==> src/rtl/mem_port_arbiter.sv <==
// Two-into-one arbiter: instruction-fetch and data ports onto one memory bus with waitrequest.
// Data wins conflicts; a data streak limit forces a pending fetch through.
module mem_port_arbiter #(
   parameter int MAX_DATA_STREAK = 4
) (
   input  logic        clk,
   input  logic        reset,
   input  logic        instr_req,
   input  logic [31:0] instr_address,
   output logic        instr_ack,
   output logic [31:0] instr_readdata,
   input  logic        data_req,
   input  logic        data_write,
   input  logic [31:0] data_address,
   input  logic [31:0] data_writedata,
   input  logic [3:0]  data_byteenable,
   output logic        data_ack,
   output logic [31:0] data_readdata,
   output logic [31:0] bus_address,
   output logic        bus_read,
   output logic        bus_write,
   output logic [31:0] bus_writedata,
   output logic [3:0]  bus_byteenable,
   input  logic        bus_waitrequest,
   input  logic [31:0] bus_readdata,
   output logic        misaligned,
   output logic [1:0]  dbg_state,
   output logic [3:0]  dbg_streak
);

   // Handshake: a port holds req until its one-cycle ack; the req seen during the ack cycle is ignored.
   typedef enum logic [1:0] {
      ST_IDLE      = 2'd0,
      ST_BUS_INSTR = 2'd1,
      ST_BUS_DATA  = 2'd2
   } state_t;

   localparam logic [3:0] STREAK_MAX = 4'(MAX_DATA_STREAK);

   state_t      r_state;
   logic [31:0] r_bus_address;
   logic        r_bus_read;
   logic        r_bus_write;
   logic [31:0] r_bus_writedata;
   logic [3:0]  r_bus_byteenable;
   logic        r_instr_ack;
   logic        r_data_ack;
   logic [31:0] r_instr_readdata;
   logic [31:0] r_data_readdata;
   logic        r_misaligned;
   logic [3:0]  r_streak;

   logic w_instr_elig;
   logic w_data_elig;
   logic w_streak_max;
   logic w_grant_instr;
   logic w_grant_data;
   logic [1:0] w_unused_data_lo;

   assign w_unused_data_lo = data_address[1:0];
   assign w_instr_elig  = instr_req & ~r_instr_ack;
   assign w_data_elig   = data_req & ~r_data_ack;
   assign w_streak_max  = (r_streak == STREAK_MAX);
   assign w_grant_instr = w_instr_elig & (~w_data_elig | w_streak_max);
   assign w_grant_data  = w_data_elig & ~w_grant_instr;

   always_ff @(posedge clk or negedge reset) begin
      if (!reset) begin
         r_state          <= ST_IDLE;
         r_bus_address    <= 32'd0;
         r_bus_read       <= 1'b0;
         r_bus_write      <= 1'b0;
         r_bus_writedata  <= 32'd0;
         r_bus_byteenable <= 4'd0;
         r_instr_ack      <= 1'b0;
         r_data_ack       <= 1'b0;
         r_instr_readdata <= 32'd0;
         r_data_readdata  <= 32'd0;
         r_misaligned     <= 1'b0;
         r_streak         <= 4'd0;
      end else begin
         r_instr_ack <= 1'b0;
         r_data_ack  <= 1'b0;
         case (r_state)
            ST_IDLE: begin
               if (w_grant_instr) begin
                  r_state          <= ST_BUS_INSTR;
                  r_bus_address    <= {instr_address[31:2], 2'b00};
                  r_bus_byteenable <= 4'hF;
                  r_bus_read       <= 1'b1;
                  r_streak         <= 4'd0;
                  if (instr_address[1:0] != 2'b00) r_misaligned <= 1'b1;
               end else if (w_grant_data) begin
                  r_state          <= ST_BUS_DATA;
                  r_bus_address    <= {data_address[31:2], 2'b00};
                  r_bus_writedata  <= data_writedata;
                  r_bus_byteenable <= data_byteenable;
                  r_bus_read       <= ~data_write;
                  r_bus_write      <= data_write;
                  // Only data wins that keep a fetch waiting count toward the limit.
                  if (instr_req) begin
                     if (!w_streak_max) r_streak <= r_streak + 4'd1;
                  end else begin
                     r_streak <= 4'd0;
                  end
               end
            end
            ST_BUS_INSTR: begin
               if (!bus_waitrequest) begin
                  r_bus_read       <= 1'b0;
                  r_instr_readdata <= bus_readdata;
                  r_instr_ack      <= 1'b1;
                  r_state          <= ST_IDLE;
               end
            end
            ST_BUS_DATA: begin
               if (!bus_waitrequest) begin
                  if (r_bus_read) r_data_readdata <= bus_readdata;
                  r_bus_read  <= 1'b0;
                  r_bus_write <= 1'b0;
                  r_data_ack  <= 1'b1;
                  r_state     <= ST_IDLE;
               end
            end
            default: begin
               r_bus_read  <= 1'b0;
               r_bus_write <= 1'b0;
               r_state     <= ST_IDLE;
            end
         endcase
      end
   end

   assign bus_address    = r_bus_address;
   assign bus_read       = r_bus_read;
   assign bus_write      = r_bus_write;
   assign bus_writedata  = r_bus_writedata;
   assign bus_byteenable = r_bus_byteenable;
   assign instr_ack      = r_instr_ack;
   assign data_ack       = r_data_ack;
   assign instr_readdata = r_instr_readdata;
   assign data_readdata  = r_data_readdata;
   assign misaligned     = r_misaligned;
   assign dbg_state      = r_state;
   assign dbg_streak     = r_streak;

endmodule

==> config.mk <==
export PLATFORM = sky130hd
export DESIGN_NAME = mem_port_arbiter
export DESIGN_NICKNAME = d
export VERILOG_FILES = /design/src/rtl/mem_port_arbiter.sv
export SDC_FILE = /design/constraint.sdc
export NUM_CORES = 1
export LEC_CHECK = 0
export ABC_CLOCK_PERIOD_IN_PS = 1900
export CELL_PAD_IN_SITES_DETAIL_PLACEMENT = 2
export CELL_PAD_IN_SITES_GLOBAL_PLACEMENT = 2
export CORE_MARGIN = 1
export CORE_UTILIZATION = 25
export CTS_CLUSTER_SIZE = 40
export DETAILED_ROUTE_END_ITERATION = 12
export MAX_ROUTING_LAYER = met4
export PLACE_DENSITY = 0.82
export SLEW_MARGIN = 40
export SYNTH_ARGS = -nofsm -noshare
export SYNTH_HDL_FRONTEND = slang
export SYNTH_SLANG_ARGS = --single-unit
==> constraint.sdc <==
create_clock -name clk -period 1.9 [get_ports clk]
set_clock_uncertainty 0.1 [all_clocks]
set_input_delay 0.38 -clock clk [delete_from_list [all_inputs] [get_ports clk]]
set_output_delay 0.38 -clock clk [all_outputs]
set_load 0.005 [all_outputs]
==> run metrics <==
status completed; worst r2r path cells 7; post-layout util 43.0%; CP max FO 8; synthesized area 0.00584 mm^2; slowest stage delay, CP 390 ps; largest net degree at the start of global routing 50; Ports 281; Final period util 97.8%; WS Path Type flip-flop to flip-flop; startpoint types flip-flop; Pre-antenna DRT Iters 4; Largest delay share family, worst path buffers and inverters; Mean Syn Cell Area 13.9 um^2; Pwr Total 15.6 mW; max-cap violation count 0; Synth Instances 420; placer congestion estimate 0.753; R2R Setup Slk 40 ps; Clock Tree Buf Depth 2; Area growth syn-to-layout 67.5%; Hold Violations, Final 0; Reg area 0.00353 mm^2; #FFs+latches synth 141; setup violators final 0; Net Sw Power 4.88 mW; top_reg_cell synth dfrtp_1; global-route wire length before repair 30600 um; minimum clock period 1860 ps; Yosys top cell area share 60.4%; Placed Instances 1008; DR vias/cell 4.35; layout cell share with drive strength beyond 1 22.9%; total track usage 17.5%; Core Footprint 0.0228 mm^2; Seq pwr share 34.1%; Nets 864; drt total wl 20300 um; RR Endpoint bus_writedata[9]$_DFFE_PN0P_; Max H-tree Level 4; Leak 4.20 nW; antenna violations before repair 1; clk_lat worst skew 420 ps; Comb power frac 44.1%; row cnt 55; clk sink count 141; # DRC 0; Root Buffer clkbuf_16; post-placement setup slack -237 ps; DR WL/cell 19.4 um; Peak Freq 538 MHz; most area-hungry cell type in the Yosys netlist dfrtp_1; sequential-to-total area share from yosys stat 60.4%; Initial Util 25.7%; Peak VDD IR 0.000583 V; Worst path slowest cell dfrtp_1; Clock Power Share 21.8%; DP HPWL 15400 um; vias 4558; Multi-input gate area 0.00211 mm^2; switching share of total power 31.3%; port buffer count 276; EDFF count, synth 0; fin cells 1048; Hold Crit Class input pin to asynchronous set/reset pin; Yosys cell types 37; Worst-path clk slew 70 ps; fillers 2239; die area 0.0240 mm^2; Critical Path RT 2100 ps; crit-path cells inv_1, ha_4, nand3b_4, o211ai_4, buf_12, clkbuf_16, mux2_2; CTS buffer count 17; P_int 10.7 mW; Final ANT Viol Nets 0; Final Slew Violations 0; initial drt markers 104; vias in the first global route 5280; CP Buf/Inv Count 3; reg2reg start dbg_streak[0]$_DFFE_PN0P_; Crit. End Element flip-flop; FFs w/ async S/R, synth 100%; Worst EP arrival 2050 ps; Cell Pwr Density 1590 mW/mm^2; die height 155 um; Die X 155 um; global route overflow 0; slack of the critical path 42.7 ps; warnings from Yosys 0; top cells by area, synth dfrtp_1, mux2_2, mux2i_1; CTS tree built
-- repair_timing --
item | in CTS | in global routing
hold buffers | 1 | 0
setup buffers | 0 | 3
endpoints found under the setup margin | 5 | 46
resized for setup | 6 | 10
pin swaps | 0 | 2
endpoints found under the hold margin | 23 | 0
gates cloned | 0 | 3
-- synthesized netlist by cell type (all sizes together) (2+ instances only) --
cell / count
o31ai: 2
nor2b: 3
a21oi: 2
clkbuf: 3
nand2b: 4
buf: 21
mux2i: 30
nand3: 3
a32o: 3
o21ai: 39
nand2: 46
ha: 5
nand3b: 2
and2: 2
mux2: 96
inv: 7
dfrtp: 141
-- final cells by class --
type                    instances  area share [%]
flip-flops and latches        141            36.1
repair buffers                305            32.0
multi-input cells             249            21.6
clock buffers                  17            4.35
well taps                     313            4.00
clock inverters                15            1.73
inverters                       7           0.268
diodes                          1          0.0256
-- stage by stage --
stage          setup TNS [ps]  hold slack, ps  area, um^2
2_1_floorplan               0           -15.6        5850
3_3_place_gp           -10320             157        9060
3_5_place_dp           -12590             164        9060
4_1_cts                     0             279        9660
5_1_grt                  -140             295        9790
6_report                    0             292        9790
-- layer usage --
| layer | wire [um] | track usage [%] |
|---|---|---|
| met3 | 1820 | 6.82 |
| met5 | 0 | - |
| met2 | 10600 | 30.2 |
| met1 | 7540 | 18.0 |
| met4 | 367 | 6.18 |
-- kinds of logic after synthesis --
group	Yosys count	synth area share, %
AOI/OAI and AO/OA	53	5.69
adders and majority gates	5	1.07
buffers and inverters	31	4.11
DFF	141	60.4
muxes	126	23.6
other	1	0.0642
and+or+nand+nor	63	5.05
-- flip-flops by register name (all words and copies together), names as in the netlist --
name / cells
bus_writedata: 32
data_readdata: 32
instr_readdata: 32
bus_address: 30
bus_byteenable: 4
dbg_streak: 4
dbg_state: 2
bus_read: 1
bus_write: 1
data_ack: 1
instr_ack: 1
misaligned: 1
-- worst max path at each step --
stage / start / depth (start not counted) / end
global placement: data_req / 7 / bus_address[31]$_DFFE_PN0P_
global route: dbg_streak[0]$_DFFE_PN0P_ / 7 / bus_writedata[12]$_DFFE_PN0P_
finish: dbg_streak[0]$_DFFE_PN0P_ / 7 / bus_writedata[9]$_DFFE_PN0P_
floorplan: dbg_streak[0]$_DFFE_PN0P_ / 6 / bus_writedata[10]$_DFFE_PN0P_
detailed placement: data_req / 7 / dbg_streak[3]$_DFFE_PN0P_
CTS: dbg_streak[3]$_DFFE_PN0P_ / 1 / dbg_streak[3]
-- power by group through the flow --
stage	sequential [mW]	clock [mW]	combinational, mW
finish	5.31	3.39	6.87
CTS	5.35	3.51	6.79
detailed placement	5.40	0	6.77
global route	5.50	3.62	7.43
global placement	5.22	0	6.46
floorplan	5.34	0	2.43
-- cell usage in the layout, fill, tap and decap left out, drive strengths merged, types with 18 or more instances in the layout --
master         instances
dfrtp                141
o21ai                 39
mux2                  96
mux2i                 30
nand2                 46
clkbuf                19
inv                   18
buf                   27
clkdlybuf4s50        266
Power figures use the tool's default switching activity.
==> RTL change, RTL diff (same flow settings) <==
Make the reset (`reset`) synchronous in one clocked block.
--- a/src/rtl/mem_port_arbiter.sv
+++ b/src/rtl/mem_port_arbiter.sv
@@ -66,3 +66,3 @@
 
-   always_ff @(posedge clk or negedge reset) begin
+   always_ff @(posedge clk) begin
       if (!reset) begin
Check against the original RTL: differs if reset is asserted again (counterexample within 4 cycles, from zero or initial values and one cycle with reset low); with reset held inactive, the same outputs for 4 cycles.
==> RTL change against the unedited design <==
  * Hold slack better by 0.065 ns
  * Routed wire length is 4.8% higher
  * Setup slack better by 0.028 ns
  * Area after synthesis is 8.5% lower
  * Cell area is 5.9% lower
  * Sequential cell count stayed put
  * Fmax is 1.5% higher
Power is not compared: it rests on default switching activity, and its combinational part moved more than twofold at a synthesized area within 25%.
==> RTL change: results (changes against the unedited design) <==
** Min path
- The worst min-delay path category was reg2reg (was in2async).
- Hold wc startpoint :: instr_readdata[2]$_SDFFE_PN0P_

** GRT
- Met3 routing resource usage after global routing :: 5.28% (was 6.82%)
- GR Util All Layers :: 20.2% (was 17.5%)
- The via count of the first global-routing pass came to 6260 (was 5280).
- The routing usage on met2 was 34.6% (was 30.2%).
- The pin count of the biggest net entering global routing was 58 (was 50).
- The global-route met1 utilization was 21.8% (was 18.0%).

** Routing
- WL per Instance :: 17.2 um (was 19.4 um)
- Initial DRC Count :: 209 (was 104)
- Via count normalized by instance count :: 4.68 (was 4.35)

** Setup path
- The delay of the slowest critical-path stage was 0.55 ns (was 0.39 ns).
- The setup slack on the worst flop-to-flop path was 0.20 ns (was 0.04 ns).
- The critical-path maximum fanout is 4 (was 8).
- CP Capture Point :: bus_read (was bus_writedata[9]$_DFFE_PN0P_)
- Arrival time of data at the critical path endpoint :: 1.35 ns (was 2.05 ns)
- Critical path origin :: bus_read$_SDFFE_PN0P_ (was dbg_streak[0]$_DFFE_PN0P_)
- Cell at the slowest stage of the critical path :: sky130_fd_sc_hd__clkdlybuf4s50_1 (was sky130_fd_sc_hd__dfrtp_1)
- The launch point of the worst reg-to-reg path was dbg_streak[0]$_SDFFE_PN0P_ (was dbg_streak[0]$_DFFE_PN0P_).
- The destination of the worst register-to-register timing path is bus_address[5]$_SDFFE_PN0P_ (was bus_writedata[9]$_DFFE_PN0P_).

** Place
- The worst-case setup slack after placement was -0.188 ns (was -0.237 ns).
- The standard cell area after detailed placement was 0.00858 sq mm (was 0.00906 sq mm).
- The placed wire-length estimate was 15.3 mm (was 15.4 mm).
- The final weighted congestion in routability-driven placement was 0.731 (was 0.753).

** Cells and area
- Ratio of cells with drive above 1 in the final layout :: 7.56% (was 22.9%)
- The count of non-filler cells in the finished layout is 1242 (was 1048).
- NumNets Final :: 1096 (was 864)

** Synth
- The async set-or-reset flop fraction in the synthesized netlist is 0% (was 100%).
- The unique cell type count in the Yosys netlist was 39 (was 37).
- Mux cell area share after synthesis :: 0.187% (was 23.6%)
- Dominant combinational cell family by area after synthesis :: simple AND/OR/NAND/NOR gates (was multiplexers)
- Most area-consuming cells after synthesis: sky130_fd_sc_hd__dfxtp_1 (53%), sky130_fd_sc_hd__nand2_1 (18%), sky130_fd_sc_hd__a21oi_1 (9.3%) (was sky130_fd_sc_hd__dfrtp_1 (60%), sky130_fd_sc_hd__mux2_2 (18%), sky130_fd_sc_hd__mux2i_1 (5.1%)).
- Post-Synth Adder-Cell Area :: 1.17% (was 1.07%)
- List of most frequent post-synthesis cells: sky130_fd_sc_hd__nand2_1 (256), sky130_fd_sc_hd__dfxtp_1 (141), sky130_fd_sc_hd__a21oi_1 (99) (was sky130_fd_sc_hd__dfrtp_1 (141), sky130_fd_sc_hd__mux2_2 (95), sky130_fd_sc_hd__nand2_1 (46)).
- Fraction of the mapped netlist area in compound gates :: 18.5% (was 5.69%)

** Run status
- Result of the run: finished, final reports clean (unchanged).

** STA
- The worst hold-check slack is 0.357 ns (was 0.292 ns).
[RTL change: area by class of cell]
class	instances	area [sq um]
fill	2313	11800
timing repair buffer	305	3120
sequential	141	2830
multi-input combinational	481	2270
clock buffer	18	439
tap	275	344
clock inverter	14	184
inverter	7	27.5
antenna	1	2.50
[RTL change: per-layer routing]
layer / vias up / wire [um]
met3: 41 / 1190
li1: 2805 / -
met1: 2792 / 8710
met2: 180 / 10600
met4: 0 / 820
met5: - / 0
[RTL change: cells by family (layout without fill, tap and decap cells)]
group | count (synthesis) | in the layout
compound gates | 179 | 179
fa+ha+maj | 5 | 5
buf+inv | 61 | 344
flops | 141 | 141
mux | 1 | 1
other cells | 1 | 3
simple gates | 294 | 294
[RTL change: what timing repair did]
item / CTS / global route
hold buffers: 0 / 0
endpoints found under the setup margin: 5 / 2
gates resized for setup: 5 / 2
